File: src/rtl/seg7_pkg.sv
// Shared segment patterns for the seven-segment scan driver.
// Patterns are active-low, ordered {g,f,e,d,c,b,a}.
package seg7_pkg;

  localparam logic [6:0] SEG_0     = 7'b1000000;
  localparam logic [6:0] SEG_1     = 7'b1111001;
  localparam logic [6:0] SEG_2     = 7'b0100100;
  localparam logic [6:0] SEG_3     = 7'b0110000;
  localparam logic [6:0] SEG_4     = 7'b0011001;
  localparam logic [6:0] SEG_5     = 7'b0010010;
  localparam logic [6:0] SEG_6     = 7'b0000010;
  localparam logic [6:0] SEG_7     = 7'b1111000;
  localparam logic [6:0] SEG_8     = 7'b0000000;
  localparam logic [6:0] SEG_9     = 7'b0010000;
  localparam logic [6:0] SEG_A     = 7'b0001000;
  localparam logic [6:0] SEG_B     = 7'b0000011;
  localparam logic [6:0] SEG_C     = 7'b1000110;
  localparam logic [6:0] SEG_D     = 7'b0100001;
  localparam logic [6:0] SEG_E     = 7'b0000110;
  localparam logic [6:0] SEG_F     = 7'b0001110;
  localparam logic [6:0] SEG_BLANK = 7'b1111111;
  localparam logic [6:0] SEG_DASH  = 7'b0111111;

endpackage

File: src/rtl/seg7_encode.sv
// Combinational nibble-to-segment encoder; BCD mode shows a dash for 10..15.
module seg7_encode
  import seg7_pkg::*;
(
  input  logic [3:0] i_nibble,
  input  logic       i_hex_en,
  output logic [6:0] o_seg_n
);

  always_comb begin
    o_seg_n = SEG_DASH;
    case (i_nibble)
      4'h0: o_seg_n = SEG_0;
      4'h1: o_seg_n = SEG_1;
      4'h2: o_seg_n = SEG_2;
      4'h3: o_seg_n = SEG_3;
      4'h4: o_seg_n = SEG_4;
      4'h5: o_seg_n = SEG_5;
      4'h6: o_seg_n = SEG_6;
      4'h7: o_seg_n = SEG_7;
      4'h8: o_seg_n = SEG_8;
      4'h9: o_seg_n = SEG_9;
      4'hA: o_seg_n = i_hex_en ? SEG_A : SEG_DASH;
      4'hB: o_seg_n = i_hex_en ? SEG_B : SEG_DASH;
      4'hC: o_seg_n = i_hex_en ? SEG_C : SEG_DASH;
      4'hD: o_seg_n = i_hex_en ? SEG_D : SEG_DASH;
      4'hE: o_seg_n = i_hex_en ? SEG_E : SEG_DASH;
      4'hF: o_seg_n = i_hex_en ? SEG_F : SEG_DASH;
      default: o_seg_n = SEG_DASH;
    endcase
  end

endmodule

File: src/rtl/seg7_scan_driver.sv
// Time-multiplexed common-anode seven-segment driver with leading-zero
// blanking, per-digit blink and a dead cycle at the start of every slot.
module seg7_scan_driver
  import seg7_pkg::*;
#(
  parameter int NUM_DIGITS = 4,
  parameter int SCAN_DIV   = 50000,
  parameter int BLINK_DIV  = 12500000
) (
  input  logic                    clk,
  input  logic                    rst_n,
  input  logic                    load,
  input  logic [4*NUM_DIGITS-1:0] value,
  input  logic                    blank_lz,
  input  logic                    hex_en,
  input  logic                    blink_en,
  input  logic [NUM_DIGITS-1:0]   blink_mask,
  output logic [6:0]              seg_n,
  output logic [NUM_DIGITS-1:0]   dig_n
);

  localparam int SCAN_W  = (SCAN_DIV > 1)   ? $clog2(SCAN_DIV)   : 1;
  localparam int BLINK_W = (BLINK_DIV > 1)  ? $clog2(BLINK_DIV)  : 1;
  localparam int IDX_W   = (NUM_DIGITS > 1) ? $clog2(NUM_DIGITS) : 1;

  logic [4*NUM_DIGITS-1:0] r_value;
  logic                    r_blank_lz;
  logic [SCAN_W-1:0]       r_scan_cnt;
  logic [IDX_W-1:0]        r_dig_idx;
  logic [BLINK_W-1:0]      r_blink_cnt;
  logic                    r_blink_phase;
  logic [6:0]              r_seg_n;
  logic [NUM_DIGITS-1:0]   r_dig_n;

  logic                    w_scan_wrap;
  logic                    w_blink_wrap;
  logic [3:0]              w_nibble;
  logic [6:0]              w_dec_seg;
  logic [6:0]              w_seg_next;
  logic [NUM_DIGITS-1:0]   w_dig_next;
  logic [NUM_DIGITS-1:0]   w_lz_blank;
  logic                    w_zero_run;
  logic                    w_blink_blank;

  assign w_scan_wrap  = (r_scan_cnt == SCAN_W'(SCAN_DIV - 1));
  assign w_blink_wrap = (r_blink_cnt == BLINK_W'(BLINK_DIV - 1));
  assign w_nibble     = r_value[{r_dig_idx, 2'b00} +: 4];

  seg7_encode u_encode (
    .i_nibble (w_nibble),
    .i_hex_en (hex_en),
    .o_seg_n  (w_dec_seg)
  );

  // Walk from the most significant digit down; a digit is blankable while
  // everything at or above it is still zero. Digit 0 always stays lit.
  always_comb begin
    w_zero_run = 1'b1;
    w_lz_blank = '0;
    for (int i = NUM_DIGITS - 1; i >= 0; i--) begin
      w_zero_run    = w_zero_run & (r_value[4*i +: 4] == 4'd0);
      w_lz_blank[i] = w_zero_run & (i != 0);
    end
  end

  assign w_blink_blank = blink_en & r_blink_phase & blink_mask[r_dig_idx];

  always_comb begin
    w_seg_next = w_dec_seg;
    if (w_blink_blank) begin
      w_seg_next = SEG_BLANK;
    end else if (r_blank_lz && w_lz_blank[r_dig_idx]) begin
      w_seg_next = SEG_BLANK;
    end
    w_dig_next = '1;
    if (r_scan_cnt != '0) begin
      w_dig_next = ~(NUM_DIGITS'(1) << r_dig_idx);
    end
  end

  always_ff @(posedge clk) begin
    if (!rst_n) begin
      r_value       <= '0;
      r_blank_lz    <= 1'b0;
      r_scan_cnt    <= '0;
      r_dig_idx     <= '0;
      r_blink_cnt   <= '0;
      r_blink_phase <= 1'b0;
      r_seg_n       <= SEG_BLANK;
      r_dig_n       <= '1;
    end else begin
      if (load) begin
        r_value    <= value;
        r_blank_lz <= blank_lz;
      end
      if (w_scan_wrap) begin
        r_scan_cnt <= '0;
        r_dig_idx  <= (r_dig_idx == IDX_W'(NUM_DIGITS - 1)) ? '0 : r_dig_idx + 1'b1;
      end else begin
        r_scan_cnt <= r_scan_cnt + 1'b1;
      end
      if (w_blink_wrap) begin
        r_blink_cnt   <= '0;
        r_blink_phase <= ~r_blink_phase;
      end else begin
        r_blink_cnt <= r_blink_cnt + 1'b1;
      end
      r_seg_n <= w_seg_next;
      r_dig_n <= w_dig_next;
    end
  end

  assign seg_n = r_seg_n;
  assign dig_n = r_dig_n;

endmodule

File: config.mk
export PLATFORM = sky130hd
export DESIGN_NAME = seg7_scan_driver
export DESIGN_NICKNAME = d
export VERILOG_FILES = /design/src/rtl/seg7_pkg.sv /design/src/rtl/seg7_encode.sv /design/src/rtl/seg7_scan_driver.sv
export SDC_FILE = /design/constraint.sdc
export NUM_CORES = 1
export LEC_CHECK = 0
export ABC_CLOCK_PERIOD_IN_PS = 6300
export BUFFER_PORTS_ARGS = -buffer_cell sky130_fd_sc_hd__buf_2
export CAP_MARGIN = 0
export CORE_MARGIN = 4
export CORE_UTILIZATION = 45
export CTS_BUF_LIST = sky130_fd_sc_hd__clkbuf_4 sky130_fd_sc_hd__clkbuf_8
export DETAILED_ROUTE_END_ITERATION = 16
export PLACE_DENSITY_LB_ADDON = 0.25
export SLEW_MARGIN = 0
export SYNTH_ARGS = -nofsm -noshare
export SYNTH_HDL_FRONTEND = slang
export SYNTH_HIERARCHICAL = 1
export SYNTH_SLANG_ARGS = --single-unit
File: constraint.sdc
create_clock -name clk -period 6.3 [get_ports clk]
set_input_delay 0 -clock clk [delete_from_list [all_inputs] [get_ports clk]]
set_output_delay 0 -clock clk [all_outputs]
set_load 0.02 [all_outputs]
Word-level counts from Yosys, hierarchy flattened
Cells that the tools add are included.
{"block": "word_totals", "output_inout_bits": 11, "elab_cells": 61, "ff_bits": 71}
{"block": "op_classes", "muxes": 12, "shift": 2, "addsub": 3, "eq_ne": 18, "n_reduce_logical": 10, "n_bitwise": 7, "order_cmp": 1}
{"operator": "$pmux 7 s16", "n": 1}
{"operator": "$eq 4x4->1 const B", "n": 8}
{"operator": "$add 24x1->24 const B", "n": 1}
{"operator": "$eq 24x24->1 const B", "n": 1}
{"operator": "$mux 6", "n": 4}
{"operator": "$add 16x1->16 const B", "n": 1}
{"operator": "$eq 16x16->1 const B", "n": 1}
{"operator": "$eq 4x3->1 const B", "n": 4}
{"operator": "$logic_not 4->1", "n": 4}
{"operator": "$reduce_bool 16->1", "n": 1}
{"operator": "$shiftx 16x5->4", "n": 1}
{"operator": "$eq 4x2->1 const B", "n": 2}
{"operator": "$mux 7", "n": 1}
{"operator": "$mux 5", "n": 1}
{"operator": "$and 1x1->1", "n": 4}
{"operator": "$bmux 1 s2", "n": 2}
{"operator": "$eq 4x1->1 const B", "n": 1}
{"operator": "$not 4->4", "n": 1}
{"operator": "$reduce_or 2->1", "n": 2}
{"operator": "$shl 1x2->4 const A", "n": 1}
{"operator": "$lt 2x3->1 const B", "n": 1}
{"operator": "$reduce_or 3->1", "n": 1}
{"operator": "$add 2x1->2 const B", "n": 1}
{"operator": "$eq 2x2->1 const B", "n": 1}
{"operator": "5 further kinds", "n": 7}

Logic depth before layout (Yosys ltp)
{"block": "logic_depth", "ltp_word": 7, "ltp_mapped": 9, "depth_no_buf": 6}

By module
The synthesis kept the hierarchy.
{"mod": "seg7_scan_driver", "seq_area_each_um2": 1421.4, "cells_per_inst": 338, "area_each_um2": 3099.2, "n_inst": 1}
{"mod": "seg7_encode", "seq_area_each_um2": 0.0, "cells_per_inst": 42, "area_each_um2": 337.8, "n_inst": 1}

Worst setup path after synthesis
OpenSTA, ideal clock, no wires.
{"block": "synth_timing", "path_type": "flip-flop to flip-flop", "start": "register r_dig_idx[0]", "end": "register r_seg_n[5], in the netlist seg_n[5]", "arrival_ps": 1899, "setup_time_ps": 121, "setup_slack_ps": 4280, "stages_incl_launch_ff": 9, "cell_sequence": "dfxtp_1 > buf_2 > mux4_2 > buf_6 > mux2_4 > o22ai_1 > a21oi_1 > nor3_1 > nand2_1"}
{"block": "synth_via", "elab_cells_between_ends": 25, "classes_between": "eq/ne: 15; shift: 1; mux: 5; bitwise: 1; reduce/logical: 3"}
{"item": "start, declared", "line_no": "seg7_scan_driver.sv:29", "rtl": "logic [IDX_W-1:0] r_dig_idx;"}
{"item": "start signal, assigned", "line_no": "seg7_scan_driver.sv:98", "rtl": "r_dig_idx <= (r_dig_idx == IDX_W'(NUM_DIGITS - 1)) ? '0 : r_dig_idx + 1'b1;"}
{"item": "$shiftx 16x5->4 *", "line_no": "seg7_scan_driver.sv:47", "rtl": "assign w_nibble = r_value[{r_dig_idx, 2'b00} +: 4];"}
{"item": "named net w_nibble[2]", "line_no": "seg7_scan_driver.sv:37", "rtl": "logic [3:0] w_nibble;"}
{"item": "$eq 4x4->1 (tied with other cells)", "line_no": "seg7_encode.sv:12", "rtl": "case (i_nibble)"}
{"item": "$pmux 7 s16 *", "line_no": "seg7_encode.sv:12"}
{"item": "named net w_dec_seg[5]", "line_no": "seg7_scan_driver.sv:38", "rtl": "logic [6:0] w_dec_seg;"}
{"item": "end signal, assigned", "line_no": "seg7_scan_driver.sv:108", "rtl": "r_seg_n <= w_seg_next;"}
{"item": "end, declared", "line_no": "seg7_scan_driver.sv:32", "rtl": "logic [6:0] r_seg_n;"}
Mark *: on every way through the listed nets, which the timed path passes. The rest lies on a longest branch. The select of a mux whose other input is x is not followed.
A chain may end at the register's enable or synchronous reset.

Worst setup path after layout
Same ends and word-level chain as after synthesis.

==> metrics list <==
- Source-to-sink clock delay at the later pin of the worst-skew pair: 0.34 ns
- The critical path in this run is classified as flop to flop.
* Combinational share of power: 8.4%
- NumNets Final: 453
- The final max-slew violation count is 0.
- Wire length of the first global-routing pass: 12000 um
- Worst Reg2Reg Path Length in Cells: 6
- The clock tree synthesis step divided the H-tree into 3 levels.
- The number of failing hold endpoints at the final stage is 0.
- sky130_fd_sc_hd__dfxtp_1 takes more of the synthesized area than any other cell.
- Yosys top cell area share: 41.4%
- TritonCTS created 9 clock buffers.
- Maximum VDD drop: 113 uV
- Library cell with the highest instance count after synthesis: sky130_fd_sc_hd__dfxtp_1
- In this run, placement finished with an instance count of 490.
- In the routed layout, each cell is associated on average with a via count of 5.28.
* Class of the tightest hold or removal check: input pin to flop
- Cell internal pwr: 0.809 mW
- Worst hold endpoint: seg_n[5]$_SDFF_PP1_
- Summed over all cells, the static leakage comes to 1.51 nW.
- Post-detailed-route DRC marker count: 0
- Count of nets left with antenna violations after detail routing: 0
- Average detailed-routed wire length per instance: 13.4 um
- The worst setup path is launched from a flop.
- Worst EP arrival: 2.59 ns
- The final layout contains routed wiring with a total length of 7050 um.
* Number of global-route vias before repair: 2574
- 37 I/O pins were placed.
- Max Cap Viol: 0
* Data required time at the worst endpoint: 6.53 ns
* Worst clock skew: 0.00870 ns
- In this run the worst path has a maximum fanout of 16.
- Run status: finished, final reports clean
- The Yosys step of the flow raised 6 warnings.
- R2R Setup Slk: 3.94 ns
* Syn nets: 413
- Number of gates given a new drive strength after cts: 0
- Diode count: 0
- Among all flip-flop cells after synthesis, the most frequent one is sky130_fd_sc_hd__dfxtp_1.
- In the final timing run, aggregate negative setup slack is 0 ns.
- Net switching is 22.8% of the power.
- Gp weighted congestion: 0.848
* Core area: 0.00733 sq mm
- Global routing consumed, over all layers together, 16.7% of the routing resources.
* Clock transition at the registers of the reported paths: 0.08 ns
* Critical register-to-register path startpoint: r_dig_idx[0]$_SDFFE_PN0N_
* Total die area: 0.00910 sq mm
- Number of setup buffers added after CTS: 0
* Top layer in use: met4
* Metal2 WL: 3120 um
- TritonCTS clock tree: done
- For this design the ratio of total power to cell area is 259 mW/mm^2.
* Layout cell share with drive strength beyond 1: 16.9%
- Total number of vias: 2769
- The root buffer cell chosen for the clock tree is sky130_fd_sc_hd__clkbuf_8.
- Final clock period utilization by the worst path: 37.5%
- Worst-margin pin slew: 0.950 ns
- Total met3 wirelength after detailed routing: 305 um
- Syn avg cell area: 9.04 sq um
* Register bit total from synthesis: 71
* Count of flip-flops with a built-in enable after synthesis: 0
- Iter 0 DRT Violations: 77
* Startpoint of the tightest hold check path: hex_en
- Width of the die: 95.4 um
* Endpoint kind of the worst setup timing path: flop
- Top cells by instance count after synthesis: sky130_fd_sc_hd__dfxtp_1 (71), sky130_fd_sc_hd__nor2_1 (56), sky130_fd_sc_hd__nand2_1 (27)
- Sequential cells were found to cover 41.4% of the synthesized design area.
* Largest cells by area after synthesis: sky130_fd_sc_hd__dfxtp_1 (41%), sky130_fd_sc_hd__nor2_1 (6.1%), sky130_fd_sc_hd__mux2i_1 (5.8%)
- RSZ-0062 raised after global routing: false
- The synthesized netlist contains 52 unique library cells.
* Die height: 95.4 um
- The number of antenna violations at the first check in global routing came to 0.
* HPWL after DPL: 4730 um
* Clock network fraction of design power: 46.4%
- Final setup vio count: 0
- Entering global routing, the biggest net connects 31 pins.
- In this run the deepest clock path goes through 2 buffers.
- Hold Path Stages: 4
* Gate count of the mapped netlist: 380
* Remaining max-slew budget at the tightest pin: 36.6%
- Starting utilization of the core area: 46.9%
- For this run, asynchronously set or reset flops after synthesis account for 0%.
* Wire length the detailed router placed on met1: 3520 um
* P&R area growth vs syn: 17.6%
* Rows: 31
- Static timing analysis puts the maximum clock frequency at 0.424 GHz.
- Summed over all layers, the global routing overflow is 0.
- Number of cells in the finished layout apart from fillers: 524
- Hold-fix buffers, CTS: 18
- Of the total power, registers draw 45.2%.
* Tmin final: 2.36 ns
- Number of sinks driven by the clock tree: 71
* Post-synthesis instance area: 0.00344 sq mm
- The endpoint identified for the worst register-to-register timing path is seg_n[5]$_SDFF_PP1_.
* PortBufs: 36
- Initial DRT Pass Iterations: 4
* Reported net switching power: 0.239 mW
[flip-flops by register name (all words and copies together), names as in the netlist]
| name | cells |
|---|---|
| r_dig_idx | 2 |
| r_blink_phase | 1 |
| dig_n | 4 |
| seg_n | 7 |
| r_scan_cnt | 16 |
| r_value | 16 |
| r_blank_lz | 1 |
| r_blink_cnt | 24 |
[final cells by class]
type	instances	area, sq um
clock inverters	7	144
flip-flops and latches	71	1420
repair buffers	54	360
well taps	99	124
fillers	656	3290
multi-input cells	275	1840
clock buffers	9	124
inverters	9	33.8
[cells by family after synthesis]
family | synth area share (%)
AOI/OAI and AO/OA | 8.70
DFF | 41.4
buffers and inverters | 5.35
muxes | 9.54
xor gates and xnor gates | 6.63
adders and majority gates | 2.55
and+or+nand+nor | 25.9
[power groups by stage]
stage          Sequential [mW]  Combinational (mW)  Clock [mW]
2_1_floorplan            0.487              0.0584           0
3_3_place_gp             0.484              0.0779           0
3_5_place_dp             0.484              0.0793           0
4_1_cts                  0.474              0.0880       0.493
5_1_grt                  0.476              0.0976       0.517
6_report                 0.474              0.0882       0.486
[through the flow]
stage / area (sq um) / hold WS [ns] / utilization [%] / power (mW) / setup WS, ns
5_1_grt: 4040 / 0.142 / 55.1 / 1.09 / 3.76
3_5_place_dp: 3590 / 0.243 / 49.0 / 0.564 / 3.97
6_report: 4040 / 0.0838 / 55.1 / 1.05 / 3.94
2_1_floorplan: 3440 / 0.143 / - / 0.545 / 4.28
3_3_place_gp: 3590 / 0.234 / 49.0 / 0.562 / 4.04
4_1_cts: 4040 / 0.0705 / 55.1 / 1.06 / 3.96
[worst max path at each step]
stage                                endpoint  cells past startpoint  slack (ns)                 startpoint
after global placement    seg_n[5]$_SDFF_PP1_                      6        4.04  r_dig_idx[0]$_SDFFE_PN0N_
final                     seg_n[5]$_SDFF_PP1_                      6        3.94  r_dig_idx[0]$_SDFFE_PN0N_
after CTS                 seg_n[5]$_SDFF_PP1_                      6        3.96  r_dig_idx[0]$_SDFFE_PN0N_
after detailed placement  seg_n[5]$_SDFF_PP1_                      6        3.97  r_dig_idx[0]$_SDFFE_PN0N_
after floorplan           seg_n[5]$_SDFF_PP1_                      8        4.28  r_dig_idx[0]$_SDFFE_PN0N_
after global routing      seg_n[5]$_SDFF_PP1_                      6        3.76  r_dig_idx[0]$_SDFFE_PN0N_
[placed cells by master (no fill, tap or decap), types with 2 or more instances in the layout]
cell type | Yosys | final
sky130_fd_sc_hd__nand4_1 | 11 | 11
sky130_fd_sc_hd__or3_1 | 10 | 10
sky130_fd_sc_hd__bufinv_16 | 0 | 4
sky130_fd_sc_hd__o21ai_0 | 11 | 11
sky130_fd_sc_hd__and3_1 | 5 | 5
sky130_fd_sc_hd__ha_1 | 7 | 7
sky130_fd_sc_hd__a21oi_1 | 16 | 16
sky130_fd_sc_hd__a221oi_2 | 2 | 2
sky130_fd_sc_hd__nand2b_1 | 2 | 2
sky130_fd_sc_hd__nand2_1 | 27 | 27
sky130_fd_sc_hd__clkbuf_8 | 0 | 9
sky130_fd_sc_hd__xor2_1 | 12 | 12
sky130_fd_sc_hd__or4_1 | 3 | 3
sky130_fd_sc_hd__buf_2 | 2 | 36
sky130_fd_sc_hd__nand3_2 | 2 | 2
sky130_fd_sc_hd__xnor2_1 | 14 | 14
sky130_fd_sc_hd__nor4_1 | 7 | 7
sky130_fd_sc_hd__nor2_1 | 56 | 56
sky130_fd_sc_hd__dlygate4sd3_1 | 0 | 18
sky130_fd_sc_hd__inv_1 | 9 | 9
sky130_fd_sc_hd__nor2b_1 | 2 | 2
sky130_fd_sc_hd__o31ai_1 | 4 | 4
sky130_fd_sc_hd__o21ai_2 | 2 | 3
sky130_fd_sc_hd__clkinvlp_4 | 0 | 2
sky130_fd_sc_hd__mux4_2 | 5 | 5
sky130_fd_sc_hd__o22ai_1 | 2 | 2
sky130_fd_sc_hd__nor3_1 | 10 | 10
sky130_fd_sc_hd__dfxtp_1 | 71 | 71
sky130_fd_sc_hd__and4_1 | 5 | 5
sky130_fd_sc_hd__nand3_1 | 19 | 19
sky130_fd_sc_hd__mux2i_1 | 20 | 20
[critical path, stage by stage, from the launching register on]
cell	delay, ns
sky130_fd_sc_hd__dfxtp_1	0.66
sky130_fd_sc_hd__mux4_2	0.79
sky130_fd_sc_hd__mux2_4	0.36
sky130_fd_sc_hd__o22ai_1	0.13
sky130_fd_sc_hd__a21oi_1	0.06
sky130_fd_sc_hd__nor3_1	0.17
sky130_fd_sc_hd__nand2_1	0.07
[routing by layer]
| layer | up-vias | global-route usage, % |
|---|---|---|
| li1 | 1429 | - |
| met3 | 9 | 4.50 |
| met5 | - | 0 |
| met2 | 51 | 24.6 |
| met4 | 0 | 5.57 |
| met1 | 1280 | 23.6 |
No activity file was read; power rests on OpenSTA's default activity.
